===== src/rtl/fill_cycle_monitor.sv =====
// Purpose: watches the tank full indication for period, stuck-high and first-event liveness faults.
// Latency: every output is registered; gap/count/flags update on the edge that samples a rise, fault one cycle later.
// Backpressure: none; the input is sampled every cycle and the outputs are plain status levels.
module fill_cycle_monitor #(
    parameter int CBITS         = 16,
    parameter int ECNT_W        = 8,
    parameter int MIN_GAP       = 29990,
    parameter int MAX_GAP       = 30010,
    parameter int FIRST_TIMEOUT = 16000,
    parameter int MAX_HIGH      = 2
) (
    input  logic              clk,
    input  logic              rst,
    input  logic              full_in,
    output logic              evt_pulse,
    output logic [CBITS-1:0]  gap,
    output logic [ECNT_W-1:0] evt_count,
    output logic              in_window,
    output logic              early_err,
    output logic              late_err,
    output logic              stuck_err,
    output logic              fault
);

    // high_cnt only has to reach MAX_HIGH + 1
    localparam int HW = $clog2(MAX_HIGH + 2);

    localparam logic [CBITS-1:0]  MIN_G     = CBITS'(MIN_GAP);
    localparam logic [CBITS-1:0]  MAX_G     = CBITS'(MAX_GAP);
    localparam logic [CBITS-1:0]  FIRST_TO  = CBITS'(FIRST_TIMEOUT);
    localparam logic [CBITS-1:0]  GAP_SAT   = {CBITS{1'b1}};
    localparam logic [ECNT_W-1:0] EVT_SAT   = {ECNT_W{1'b1}};
    localparam logic [HW-1:0]     HIGH_LIM  = HW'(MAX_HIGH);
    localparam logic [HW-1:0]     HIGH_SAT  = HW'(MAX_HIGH + 1);

    typedef enum logic [1:0] {
        IDLE  = 2'd0,
        TRACK = 2'd1,
        FAULT = 2'd2
    } state_t;

    state_t            state;
    state_t            state_nxt;
    logic              prev;
    logic [HW-1:0]     high_cnt;
    logic [CBITS-1:0]  gap_cnt;

    logic rise;
    logic stuck_hit;
    logic gap_early;
    logic gap_ok;
    logic set_early;
    logic set_late;
    logic set_stuck;

    assign rise      = full_in & ~prev;
    // this high sample would be the (MAX_HIGH + 1)-th in a row
    assign stuck_hit = full_in & (high_cnt == HIGH_LIM);
    assign gap_early = (gap_cnt < MIN_G);
    assign gap_ok    = ~gap_early & (gap_cnt <= MAX_G);

    // State register.
    always_ff @(posedge clk) begin
        if (rst) begin
            state <= IDLE;
        end else begin
            state <= state_nxt;
        end
    end

    // Next state and flag-set decisions; a rise always beats the timeout in the same cycle.
    always_comb begin
        state_nxt = state;
        set_early = 1'b0;
        set_late  = 1'b0;
        set_stuck = 1'b0;
        case (state)
            IDLE: begin
                if (rise) begin
                    state_nxt = TRACK;
                end else if (gap_cnt >= FIRST_TO) begin
                    set_late  = 1'b1;
                    state_nxt = FAULT;
                end
            end
            TRACK: begin
                if (rise) begin
                    if (gap_early) begin
                        set_early = 1'b1;
                        state_nxt = FAULT;
                    end
                end else if (gap_cnt == MAX_G) begin
                    set_late  = 1'b1;
                    state_nxt = FAULT;
                end
            end
            FAULT: begin
                state_nxt = FAULT;
            end
            default: begin
                state_nxt = IDLE;
            end
        endcase
        // Stuck detection is live in every state, including FAULT.
        if (stuck_hit) begin
            set_stuck = 1'b1;
            state_nxt = FAULT;
        end
    end

    // Previous sample and saturating run length of consecutive high samples.
    always_ff @(posedge clk) begin
        if (rst) begin
            prev     <= 1'b0;
            high_cnt <= '0;
        end else begin
            prev <= full_in;
            if (!full_in) begin
                high_cnt <= '0;
            end else if (high_cnt != HIGH_SAT) begin
                high_cnt <= high_cnt + 1'b1;
            end
        end
    end

    // Gap counter restarts at 1 on every rise; otherwise counts up and sticks at all-ones.
    always_ff @(posedge clk) begin
        if (rst) begin
            gap_cnt <= '0;
        end else if (rise) begin
            gap_cnt <= {{(CBITS-1){1'b0}}, 1'b1};
        end else if (gap_cnt != GAP_SAT) begin
            gap_cnt <= gap_cnt + 1'b1;
        end
    end

    // Publish the measured gap and window status; the first rise after reset has no predecessor.
    always_ff @(posedge clk) begin
        if (rst) begin
            gap       <= '0;
            in_window <= 1'b0;
        end else if (rise && (state != IDLE)) begin
            gap       <= gap_cnt;
            in_window <= gap_ok;
        end
    end

    // Event pulse and saturating event count.
    always_ff @(posedge clk) begin
        if (rst) begin
            evt_pulse <= 1'b0;
            evt_count <= '0;
        end else begin
            evt_pulse <= rise;
            if (rise && (evt_count != EVT_SAT)) begin
                evt_count <= evt_count + 1'b1;
            end
        end
    end

    // Sticky error flags; only reset clears them.
    always_ff @(posedge clk) begin
        if (rst) begin
            early_err <= 1'b0;
            late_err  <= 1'b0;
            stuck_err <= 1'b0;
        end else begin
            early_err <= early_err | set_early;
            late_err  <= late_err  | set_late;
            stuck_err <= stuck_err | set_stuck;
        end
    end

    // Summary fault, one cycle behind the individual flags.
    always_ff @(posedge clk) begin
        if (rst) begin
            fault <= 1'b0;
        end else begin
            fault <= early_err | late_err | stuck_err;
        end
    end

endmodule


===== config.mk =====
export PLATFORM = sky130hd
export DESIGN_NAME = fill_cycle_monitor
export DESIGN_NICKNAME = d
export VERILOG_FILES = /design/src/rtl/fill_cycle_monitor.sv
export SDC_FILE = /design/constraint.sdc
export NUM_CORES = 1
export LEC_CHECK = 0
export CORE_MARGIN = 4
export CORE_UTILIZATION = 58
export CTS_CLUSTER_SIZE = 8
export DETAILED_ROUTE_END_ITERATION = 8
export MAX_ROUTING_LAYER = met4
export PLACE_DENSITY = 0.89
export SYNTH_ARGS = -nofsm -noshare
export SYNTH_HDL_FRONTEND = slang
export SYNTH_SLANG_ARGS = --single-unit
export TNS_END_PERCENT = 30

===== constraint.sdc =====
create_clock -name clk -period 3.5 [get_ports clk]
set_input_delay 0.525 -clock clk [delete_from_list [all_inputs] [get_ports clk]]
set_output_delay 0.525 -clock clk [all_outputs]
set_load 0.01 [all_outputs]

After elaboration in Yosys (flattened, before gate mapping):

Index checks and enable logic that the tools add are counted.

* muxes and demuxes: 18
* add/sub/neg operators: 3
* equality and inequality tests: 13
* bitwise operators: 11
* order comparisons: 3
* reduce and logical (&&, ||, !) cells: 10

Operator list (number)
* adder 16 x 1 -> 16 bit (second input constant): 1
* == test 16 x 15 -> 1 bit (second input constant): 1
* >= comparator 16 x 14 -> 1 bit (second input constant): 1
* less-or-equal comparator 16 x 15 -> 1 bit (second input constant): 1
* < comparator 16 x 15 -> 1 bit (second input constant): 1
* inequality test 16 bit (second input constant): 1
* 2-to-1 mux 2 bit: 6
* inequality test 4 bit (second input constant): 3
* 2-to-1 mux 1 bit: 10
* inequality test 3 bit (second input constant): 3
* adder 8 x 1 -> 8 bit (second input constant): 1
* inequality test 8 bit (second input constant): 1
* one-hot mux 2 bit (3 select lines): 1
* AND reduction 3 bit: 2
* OR reduction 2 bit: 3
* bitwise OR 1 bit: 5
* == test 2 bit (second input constant): 2
* nonzero test 2 bit: 2
* AND 1 bit: 3
* inverter 1 bit: 3
* adder 2 x 1 -> 2 bit (second input constant): 1
* == test 2 x 1 -> 1 bit (second input constant): 1
* logical AND 1 bit: 2
* zero test 2 bit: 1
* other kinds (2): 2

* logic and storage cells: 72
* register bits after elaboration: 51
* output and inout port bits: 30

Logic depth before layout (Yosys ltp):

Gate-level depths: netlist (run 1).

* depth in word-level cells: 5
* gate-level depth with buffers: 7

Least setup slack after synthesis (run 1):

OpenSTA, ideal clock, no wires.

* path kind: register to register
* start: register gap_cnt[1]
* end: register gap_cnt[3]
* data arrival time: 1.762 ns
* stages on the path, launching flop included: 8
* library setup time: 0.128 ns
* period minus slack after synthesis: 1.890 ns
* path slack: 1.610 ns
* path through: dfxtp_1 ha_1 nand3_1 or4_1 buf_2 o2111ai_1 xor2_1 nor2_1

* cells in the longest elaborated chain, start to end: 1

RTL lines
* start, declared: line 46 `logic [CBITS-1:0] gap_cnt;`
* start signal, assigned: line 131 `gap_cnt <= {{(CBITS-1){1'b0}}, 1'b1};`
* start signal, assigned: line 133 `gap_cnt <= gap_cnt + 1'b1;`
* adder 16 x 1 -> 16 bit / inequality test 16 bit (equally long branches): line 133, 132

Several ways; a longest one is shown, not always the timed one.
A chain may end at the register's enable or synchronous reset.

Worst setup path in the final report (run 1):

Ends and elaborated chain as after synthesis.

==> results of run 1 <==
## layout by cell type (no fill, tap or decap), types with 6 or more instances in the layout
cell	count
sky130_fd_sc_hd__inv_1	13
sky130_fd_sc_hd__clkbuf_8	6
sky130_fd_sc_hd__xnor2_1	10
sky130_fd_sc_hd__ha_1	7
sky130_fd_sc_hd__nor3_1	8
sky130_fd_sc_hd__nand2_1	46
sky130_fd_sc_hd__nor2_1	34
sky130_fd_sc_hd__dfxtp_1	51
sky130_fd_sc_hd__clkdlybuf4s50_1	32
sky130_fd_sc_hd__nand3_1	9
sky130_fd_sc_hd__a21oi_1	30
## cells in the mapped netlist (5+ instances only)
| library cell | count | area (µm²) |
|---|---|---|
| sky130_fd_sc_hd__a21oi_1 | 30 | 150 |
| sky130_fd_sc_hd__buf_2 | 6 | 30.0 |
| sky130_fd_sc_hd__clkbuf_1 | 10 | 37.5 |
| sky130_fd_sc_hd__dfxtp_1 | 51 | 1020 |
| sky130_fd_sc_hd__ha_1 | 7 | 87.6 |
| sky130_fd_sc_hd__inv_1 | 13 | 48.8 |
| sky130_fd_sc_hd__nand2_1 | 46 | 173 |
| sky130_fd_sc_hd__nand3_1 | 9 | 45.0 |
| sky130_fd_sc_hd__nor2_1 | 34 | 128 |
| sky130_fd_sc_hd__nor3_1 | 8 | 40.0 |
| sky130_fd_sc_hd__o21ai_0 | 5 | 25.0 |
| sky130_fd_sc_hd__xnor2_1 | 10 | 87.6 |
| sky130_fd_sc_hd__xor2_1 | 5 | 43.8 |
## layer usage
| layer | up-vias | routed length [µm] |
|---|---|---|
| li1 | 1072 | - |
| met1 | 999 | 2180 |
| met2 | 74 | 2580 |
| met3 | 6 | 353 |
| met4 | 0 | 68 |
| met5 | - | 0 |
## worst max-delay path, delay by kind of cell (launching register included)
family,cells,cell delay (ns)
DFF,1,0.50
and+or+nand+nor,3,0.97
AOI/OAI and AO/OA,1,0.28
xor gates and xnor gates,1,0.19
adders and majority gates,1,0.26
## state kept, by name, indices dropped and copies added (netlist names)
name	cells
prev	1
state	2
evt_count	8
stuck_err	1
early_err	1
gap_cnt	16
in_window	1
gap	16
late_err	1
high_cnt	2
evt_pulse	1
fault	1
## stage by stage
stage               power [µW]  hold slack [ns]  setup WS (ns)  utilization (%)
finish                    1180            0.456           1.16             70.7
global route              1230            0.476           1.09             70.7
CTS                       1190            0.459           1.20             70.7
detailed placement         774            0.447           1.06             67.8
global placement           769            0.442           1.11             67.8
floorplan                  733            0.421           1.61                -
## cell families (layout without fill, tap and decap cells)
logic type	after synthesis	after routing	share of synthesized area, %
flip-flops	51	51	42.2
XOR/XNOR	15	15	5.43
buffers and inverters	31	55	5.43
adder cells (fa/ha/maj)	7	7	3.62
AND/OR/NAND/NOR	127	127	24.8
multiplexers	4	4	1.65
AO/OA/AOI/OAI	64	64	17.0
## power by group
part           switching (µW)  internal, µW
logic                    88.6          56.1
registers                18.1           598
clock network             189           231
total                     296           885
## area by class of cell
type	count	share of cell area, %
Inverter	14	1.84
Clock inverter	2	1.23
Timing Repair Buffer	33	11.5
Sequential cell	51	35.8
Multi-Input combinational cell	217	44.5
Tap cell	50	2.19
Clock buffer	6	2.90
## how the worst max path moves through the flow
stage	startpoint	end	slack (ns)	cells past startpoint
2_1_floorplan	gap_cnt[1]	gap_cnt[3]	1.61	7
3_3_place_gp	full_in	evt_count[3]	1.11	5
3_5_place_dp	full_in	evt_count[3]	1.06	5
4_1_cts	gap_cnt[1]	gap_cnt[3]	1.20	6
5_1_grt	gap_cnt[1]	gap_cnt[3]	1.09	6
6_report	gap_cnt[1]	gap_cnt[3]	1.16	6
==> impl_metrics.py, run 1 <==
metrics = {
    "logic_synthesis": {
        "async_reset_ff_share_pct": 0,
        "netlist_instances": 299,
        "ys_seq_area_share_pct": 42.2,
        "synth_area_per_cell_um2": 8.10,
        "synth-seq-cells": 51,
        "synth.lib_cells_used.distinct": 52,
        "synthFlopType": "sky130_fd_sc_hd__dfxtp_1",
        "count_of_flip_flops_with_a_built_in_enable_after_synthesis": 0,
        "synth_warnings": 0,
        "post_synthesis_net_count": 309,
        "syn-cell-area_mm2": 0.00242,
    },
    "floorplanning": {
        "num_rows": 23,
        "ios": 33,
        "die_x_um": 72.6,
        "starting_density_of_the_core_pct": 60.1,
        "core_area_mm2": 0.00403,
        "die_h_um": 72.6,
        "floorplan.die_area_mm2": 0.00527,
    },
    "hold_path": {
        "min-delay-path-class": "reg2reg",
        "hp-start": "gap[6]",
        "worst_hold_path.endpoint": "gap[6]",
        "hold_depth": 2,
    },
    "worst_setup_path": {
        "critPathArrivalTime_ns": 2.51,
        "setup_crit_end_kind": "register",
        "cpPeakStageDelay_ns": 0.66,
        "reg2regPathDepth": 6,
        "cp.required_ns": 3.67,
        "path_max_fanout": 9,
        "worstReg2RegEnd": "gap_cnt[3]",
        "critical_path.slowest_cell": "sky130_fd_sc_hd__or4_1",
        "rrSetupSlack_ns": 1.16,
        "timing.critical_path.cells": "ha_1 > nand3_1 > or4_1 > o2111ai_1 > xor2_1 > nor2_1",
        "worstSetupStartpointType": "register",
        "worstReg2RegStart": "gap_cnt[1]",
        "criticalPathCategory": "reg2reg",
    },
    "power": {
        "power_density_mw_per_mm2": 414,
        "vdd_drop_max_v": 0.000225,
        "p_leak_uw": 0.000963,
    },
    "placement": {
        "post-place-cells": 365,
        "io_buffers": 32,
        "finalWeightedCongestion": 0.887,
        "place_hpwl_um": 3680,
        "dpl_cell_area_mm2": 0.00273,
    },
    "global_route": {
        "top_usage_layer": "met2",
        "use_met2_pct": 37.0,
        "use_met1_pct": 26.5,
        "gr-usage-all-layers_pct": 21.9,
        "via_count_of_the_first_global_routing_pass": 2004,
        "grt_max_degree": 29,
        "initial_antenna_violation_count": 0,
        "globalRouteMet3Util_pct": 3.72,
        "grt_first_pass_wirelength_um": 9000,
        "grt_overflow": 0,
    },
    "sta": {
        "rsz0062_at_grt": "no",
        "final-max-slew-violation-count": 0,
        "tightestPinTransition_ns": 0.629,
        "post-route-period-util_pct": 66.8,
        "fmax_mhz": 427,
        "setup_viol_count_final": 0,
        "finalHoldViolCount": 0,
        "layout_skew_ns": 0.00818,
        "finalCriticalPeriod_ns": 2.34,
        "worst_slew_margin_rel_pct": 57.7,
        "setup_tns_ns": 0,
    },
    "clocking": {
        "cts_buffer_depth": 2,
        "number_of_gates_given_a_new_drive_strength_after_cts": 0,
        "clock_sinks": 51,
        "cts_buffers": 5,
        "clock_insertion_delay_worst_skew_ns": 0.31,
        "cts.repair_timing.setup_buffer_count": 0,
        "cts_htree_levels": 2,
        "cts.reportedPaths.clkPinSlew_ns": 0.09,
        "cts_tree": "done",
        "root_buffer": "sky130_fd_sc_hd__clkbuf_8",
        "cts-hold-fix-buffers": 0,
    },
    "layout": {
        "layout.filler_cells": 344,
        "antenna_cells": 0,
        "register_area_mm2": 0.00102,
        "multi_input_area_mm2": 0.00127,
        "layout.cell_area.non_filler_mm2": 0.00285,
        "final_net_count": 332,
        "area_delta_synth_final_pct": 17.7,
        "layoutNonFillerInstCount": 373,
        "share_of_layout_cells_above_drive_strength_1_pct": 5.26,
    },
    "routing": {
        "wl_per_cell_um": 13.9,
        "vias_per_cell": 5.77,
        "postRouteAntennaNets": 0,
        "finalWirelength_um": 5180,
        "num_vias": 2151,
        "drt_iter0_drcs": 161,
        "detailedRoute.firstPassIterationCount": 5,
        "remaining_drc_errors": 0,
    },
    "status": {
        "run_status": "complete, no violations",
    },
    "job": {
        "maxCapViolations": 0,
    },
}
No activity file was read; power rests on OpenSTA's default activity.
==> run 2: changes to the inputs <==
CORE_UTILIZATION = 49   (was 58)
PLACE_DENSITY = 0.8   (was 0.89)
clock period = 2 ns   (was 3.5 ns; I/O delays follow)
==> run 2 against run 1 <==
Sequential cell count unchanged. Critical endpoint is now gap_cnt[0]. Register-to-register slack got worse by 1.0 ns. Sequential share of layout area decreased by 2.2 points. Largest power group unchanged. Die area increased by 16%. Clock skew decreased by 0.00060 ns. Fmax increased by 25%. Setup slack got worse by 1.0 ns. Largest cell class unchanged. Non-clock buffer count increased by 24. Utilization decreased by 7.0 points. Cell count increased by 11%. Sequential power increased by 74%. Wire length increased by 3.8%.
==> impl_metrics.py, run 2 (synthesis gave the netlist of run 1 again) <==
metrics = {
    "clocking": {
        "cts.repair_timing.setup_buffer_count": 0,
        "cts.reportedPaths.clkPinSlew_ns": 0.09,
        "number_of_gates_given_a_new_drive_strength_after_cts": 0,
        "cts_buffers": 5,
        "cts_tree": "done",
        "clock_sinks": 51,
        "root_buffer": "sky130_fd_sc_hd__clkbuf_8",
        "cts_htree_levels": 2,
        "cts_buffer_depth": 2,
        "cts-hold-fix-buffers": 0,
        "clock_insertion_delay_worst_skew_ns": 0.30,
    },
    "floorplanning": {
        "ios": 33,
        "num_rows": 25,
        "core_area_mm2": 0.00475,
        "floorplan.die_area_mm2": 0.00613,
        "starting_density_of_the_core_pct": 50.9,
        "die_x_um": 78.3,
        "die_h_um": 78.3,
    },
    "layout": {
        "layout.filler_cells": 431,
        "final_common_cell": "sky130_fd_sc_hd__dfxtp_1",
        "share_of_layout_cells_above_drive_strength_1_pct": 11.8,
        "final_cell_mix": "51 x sky130_fd_sc_hd__dfxtp_1, 46 x sky130_fd_sc_hd__nand2_1, 34 x sky130_fd_sc_hd__nor2_1",
        "antenna_cells": 0,
        "layout_top_registers": "gap (16), gap_cnt (16), evt_count (8)",
        "multi_input_area_mm2": 0.00127,
        "area_delta_synth_final_pct": 25.3,
        "register_area_mm2": 0.00102,
        "final_net_count": 356,
        "layout.cell_area.non_filler_mm2": 0.00303,
    },
    "worst_setup_path": {
        "critical_path.slowest_cell": "sky130_fd_sc_hd__or4_1",
        "setup_crit_end_kind": "register",
        "cp.required_ns": 2.19,
        "timing.critical_path.cells": "ha_1 > nand3_1 > or4_1 > nor2_4 > xor2_1 > o22ai_1",
        "cpPeakStageDelay_ns": 0.59,
        "criticalPathCategory": "reg2reg",
        "worstSetupStartpointType": "register",
        "path_max_fanout": 7,
        "critPathArrivalTime_ns": 2.05,
    },
    "routing": {
        "highest-signal-layer": "met4",
        "drt_iter0_drcs": 176,
        "wl_per_cell_um": 13.0,
        "total_met3_wirelength_after_detailed_routing_um": 206,
        "vias_per_cell": 5.41,
        "route.met2.wl_um": 2670,
        "remaining_drc_errors": 0,
        "finalWirelength_um": 5380,
        "num_vias": 2240,
        "drt-met1-wl_um": 2400,
        "postRouteAntennaNets": 0,
        "detailedRoute.firstPassIterationCount": 4,
    },
    "sta": {
        "post-route-period-util_pct": 93.5,
        "rsz0062_at_grt": "no",
        "setup_viol_count_final": 0,
        "layout_skew_ns": 0.00758,
        "tightestPinTransition_ns": 0.453,
        "worst_slew_margin_rel_pct": 69.6,
        "fin_hold_ws_ns": 0.456,
        "setup_tns_ns": 0,
        "fmax_mhz": 535,
        "final-max-slew-violation-count": 0,
        "finalHoldViolCount": 0,
        "finalCriticalPeriod_ns": 1.87,
    },
    "global_route": {
        "grt_max_degree": 29,
        "via_count_of_the_first_global_routing_pass": 2160,
        "gr-usage-all-layers_pct": 19.2,
        "initial_antenna_violation_count": 0,
        "grt_overflow": 0,
        "grt_first_pass_wirelength_um": 9350,
    },
    "status": {
        "run_status": "complete, no violations",
    },
    "power": {
        "power_density_mw_per_mm2": 656,
        "vdd_drop_max_v": 0.000428,
        "finalPower_uw": 1990,
        "p_leak_uw": 0.00107,
    },
    "placement": {
        "place_hpwl_um": 4040,
        "dpl_cell_area_mm2": 0.00293,
        "finalWeightedCongestion": 0.879,
        "io_buffers": 32,
    },
    "job": {
        "maxCapViolations": 0,
    },
    "hold_path": {
        "min-delay-path-class": "reg2reg",
    },
}
run 2: changes by cell type in the layout (fill, tap and decap cells not counted):
cell	delta
sky130_fd_sc_hd__buf_4	+24
sky130_fd_sc_hd__bufinv_16	-1
sky130_fd_sc_hd__clkinv_4	+1
sky130_fd_sc_hd__clkinv_2	-1
sky130_fd_sc_hd__clkinvlp_4	+1
run 2: final timing paths:
kind	startpoint	endpoint	slack, ns	depth (start not counted)
setup / recovery	gap_cnt[1]	gap_cnt[0]	0.13	6
hold / removal	gap[11]	gap[11]	0.46	2
setup reg to reg	gap_cnt[1]	gap_cnt[0]	0.13	6
hold reg to reg	gap[11]	gap[11]	0.46	2
run 2: critical path, delay by kind of cell (launching register included):
family                   cells  cell delay [ns]
XOR/XNOR                     1             0.19
flip-flops                   1             0.38
AND/OR/NAND/NOR              3             0.89
AO/OA/AOI/OAI                1             0.10
adder cells (fa/ha/maj)      1             0.20
run 2: through the flow:
| step | util (%) | std cells | worst slack [ns] |
|---|---|---|---|
| after detailed placement | 61.7 | 406 | -0.0507 |
| after global placement | 61.7 | 406 | 0.0914 |
| after floorplan | - | 299 | 0.110 |
| final | 63.8 | 414 | 0.131 |
| after global routing | 63.8 | 414 | 0.0283 |
| after CTS | 63.8 | 414 | 0.118 |
run 2: area by class of cell:
type                       count  area share, %
clock inverter                 2          0.536
tap                           67           2.76
timing repair buffer          57           16.7
clock buffer                   6           2.72
sequential                    51           33.7
multi-input combinational    217           41.8
inverter                      14           1.73
run 2: power by group:
group	switching (µW)	leakage, µW	internal (µW)
Combinational	170	0.000611	125
Clock	340	0.0000474	283
Sequential	25.1	0.000413	1050
Total	535	0.00107	1450
run 2: routing by layer:
layer / global-route usage, % / up-vias
met3: 3.90 / 10
li1: - / 1117
met1: 22.2 / 1053
met2: 33.6 / 60
met4: 5.94 / 0
met5: - / -
==> run 3: changes to the inputs <==
CORE_UTILIZATION = 58   (was 49)
PLACE_DENSITY = 0.89   (was 0.8)
clock period = 2.2 ns   (was 2 ns; I/O delays follow)
==> run 3 against run 2 <==
Sequential share of layout area is 0.75 points higher. Via count rose by 0.45%. Cell count down 6.3%. Die area shrank 14%. Cell area fell by 2.2%. Clock skew up 0.0015 ns. First-iteration DRC count rose by 34%. Sequential power decreased by 9%. Critical path depth shrank 1. Count of clock-buffer cells in the layout unchanged. Global-route usage grew 4.5 points. Combinational power is 14% lower. Largest cell class unchanged. Highest routed layer unchanged.
==> impl_metrics.py, run 3 (synthesis gave the netlist of run 1 again) <==
metrics = {
    "status": {
        "run_status": "complete, no violations",
    },
    "worst_setup_path": {
        "setup_crit_end_kind": "register",
        "critical_path.slowest_cell": "sky130_fd_sc_hd__or4_1",
        "cp.required_ns": 2.39,
        "criticalPathCategory": "reg2reg",
        "timing.critical_path.cells": "nand3_2 > or4_1 > nor2_4 > xor2_1 > o22ai_1",
        "cpPeakStageDelay_ns": 0.72,
        "critical_path.top_delay_family": "simple AND/OR/NAND/NOR gates",
        "critPathArrivalTime_ns": 2.14,
        "path_max_fanout": 7,
        "worstPathBufferInverterCount": 0,
        "worstSetupStartpointType": "register",
    },
    "power": {
        "power_density_mw_per_mm2": 647,
        "combPwrFrac_pct": 13.3,
        "p_leak_uw": 0.00104,
        "switching_power_summed_over_all_nets_uw": 492,
        "p_int_uw": 1430,
        "p_sw_share_pct": 25.6,
        "vdd_drop_max_v": 0.000393,
        "power_frac_seq_pct": 50.9,
        "power_frac_clock_pct": 35.8,
    },
    "placement": {
        "place_hpwl_um": 4120,
        "io_buffers": 32,
        "dpl_worst_slack_ns": 0.0434,
        "finalWeightedCongestion": 0.977,
    },
    "clocking": {
        "clock_insertion_delay_worst_skew_ns": 0.31,
        "number_of_gates_given_a_new_drive_strength_after_cts": 0,
        "cts_tree": "done",
        "cts_buffer_depth": 2,
        "root_buffer": "sky130_fd_sc_hd__clkbuf_8",
        "cts_buffers": 5,
        "cts_htree_levels": 2,
        "cts.repair_timing.setup_buffer_count": 0,
        "cts.reportedPaths.clkPinSlew_ns": 0.09,
        "cts-hold-fix-buffers": 0,
        "clock_sinks": 51,
    },
    "sta": {
        "post-route-period-util_pct": 88.8,
        "tightestPinTransition_ns": 0.603,
        "finalCriticalPeriod_ns": 1.95,
        "worst_slew_margin_rel_pct": 59.5,
        "setup_viol_count_final": 0,
        "fin_ws_ns": 0.246,
        "final-max-slew-violation-count": 0,
        "setup_tns_ns": 0,
        "rsz0062_at_grt": "no",
        "finalHoldViolCount": 0,
        "layout_skew_ns": 0.00909,
        "fmax_mhz": 512,
    },
    "layout": {
        "layout.filler_cells": 316,
        "final_cell_mix": "51 x sky130_fd_sc_hd__dfxtp_1, 46 x sky130_fd_sc_hd__nand2_1, 34 x sky130_fd_sc_hd__nor2_1",
        "share_of_layout_cells_above_drive_strength_1_pct": 9.47,
        "area_delta_synth_final_pct": 22.5,
        "antenna_cells": 0,
        "layout_top_registers": "gap (16), gap_cnt (16), evt_count (8)",
        "multi_input_area_mm2": 0.00127,
        "final_common_cell": "sky130_fd_sc_hd__dfxtp_1",
        "register_area_mm2": 0.00102,
        "final_net_count": 347,
    },
    "floorplanning": {
        "die_x_um": 72.6,
        "starting_density_of_the_core_pct": 60.1,
        "core_area_mm2": 0.00403,
        "floorplan.die_area_mm2": 0.00527,
        "ios": 33,
        "die_h_um": 72.6,
        "num_rows": 23,
    },
    "global_route": {
        "grt_overflow": 0,
        "grt_max_degree": 33,
        "grt_first_pass_wirelength_um": 9690,
        "initial_antenna_violation_count": 0,
        "gr-usage-all-layers_pct": 23.8,
        "via_count_of_the_first_global_routing_pass": 2118,
    },
    "routing": {
        "remaining_drc_errors": 0,
        "num_vias": 2250,
        "drt_iter0_drcs": 235,
        "wl_per_cell_um": 14.5,
        "finalWirelength_um": 5630,
        "detailedRoute.firstPassIterationCount": 5,
        "postRouteAntennaNets": 0,
        "vias_per_cell": 5.80,
    },
    "hold_path": {
        "min-delay-path-class": "reg2reg",
    },
    "job": {
        "maxCapViolations": 0,
    },
}
## run 3: cell type report
class | count | share of cell area (%)
Inverter | 14 | 1.77
Sequential cell | 51 | 34.4
Tap cell | 50 | 2.11
Clock inverter | 2 | 1.31
Multi-Input combinational cell | 217 | 42.8
Clock buffer | 6 | 2.78
Timing Repair Buffer | 48 | 14.8
## run 3: per-stage QoR
| step | instance area, µm² | utilization [%] | std cells | hold WS (ns) | power (µW) |
|---|---|---|---|---|---|
| after detailed placement | 2850 | 70.6 | 380 | 0.444 | 1250 |
| final | 2970 | 73.6 | 388 | 0.455 | 1920 |
| after CTS | 2970 | 73.6 | 388 | 0.458 | 1930 |
| after floorplan | 2420 | - | 299 | 0.421 | 1170 |
| after global routing | 2970 | 73.6 | 388 | 0.470 | 2000 |
| after global placement | 2850 | 70.6 | 380 | 0.440 | 1240 |
## run 3: power by group through the flow
stage	clock network, µW	registers (µW)	logic, µW
global placement	0	995	240
finish	687	976	255
CTS	697	975	255
global route	728	980	290
detailed placement	0	996	255
floorplan	0	998	168
## run 3: path summary, 6_finish.rpt
| path | startpoint | end | slack, ns | cells past startpoint |
|---|---|---|---|---|
| worst min register to register | gap[6] | gap[6] | 0.46 | 2 |
| worst min-delay path | gap[6] | gap[6] | 0.46 | 2 |
| worst max-delay path | gap_cnt[14] | gap_cnt[0] | 0.25 | 5 |
| worst max register to register | gap_cnt[14] | gap_cnt[0] | 0.25 | 5 |
## run 3: layer usage
metal | part of all wire (%) | up-vias | track usage, % | routed length (µm)
met2 | 51 | 89 | 39.8 | 2860
met5 | 0 | - | - | 0
met1 | 41 | 1050 | 28.9 | 2290
met4 | 1.6 | 0 | 7.79 | 92
met3 | 6.8 | 9 | 4.27 | 384
li1 | - | 1102 | - | -
## run 3: worst reg2reg max path: cells and delay by family (launching register included)
kind / cells / cell delay (ns)
AO/OA/AOI/OAI: 1 / 0.11
XOR/XNOR: 1 / 0.19
flip-flops: 1 / 0.43
AND/OR/NAND/NOR: 3 / 1.11
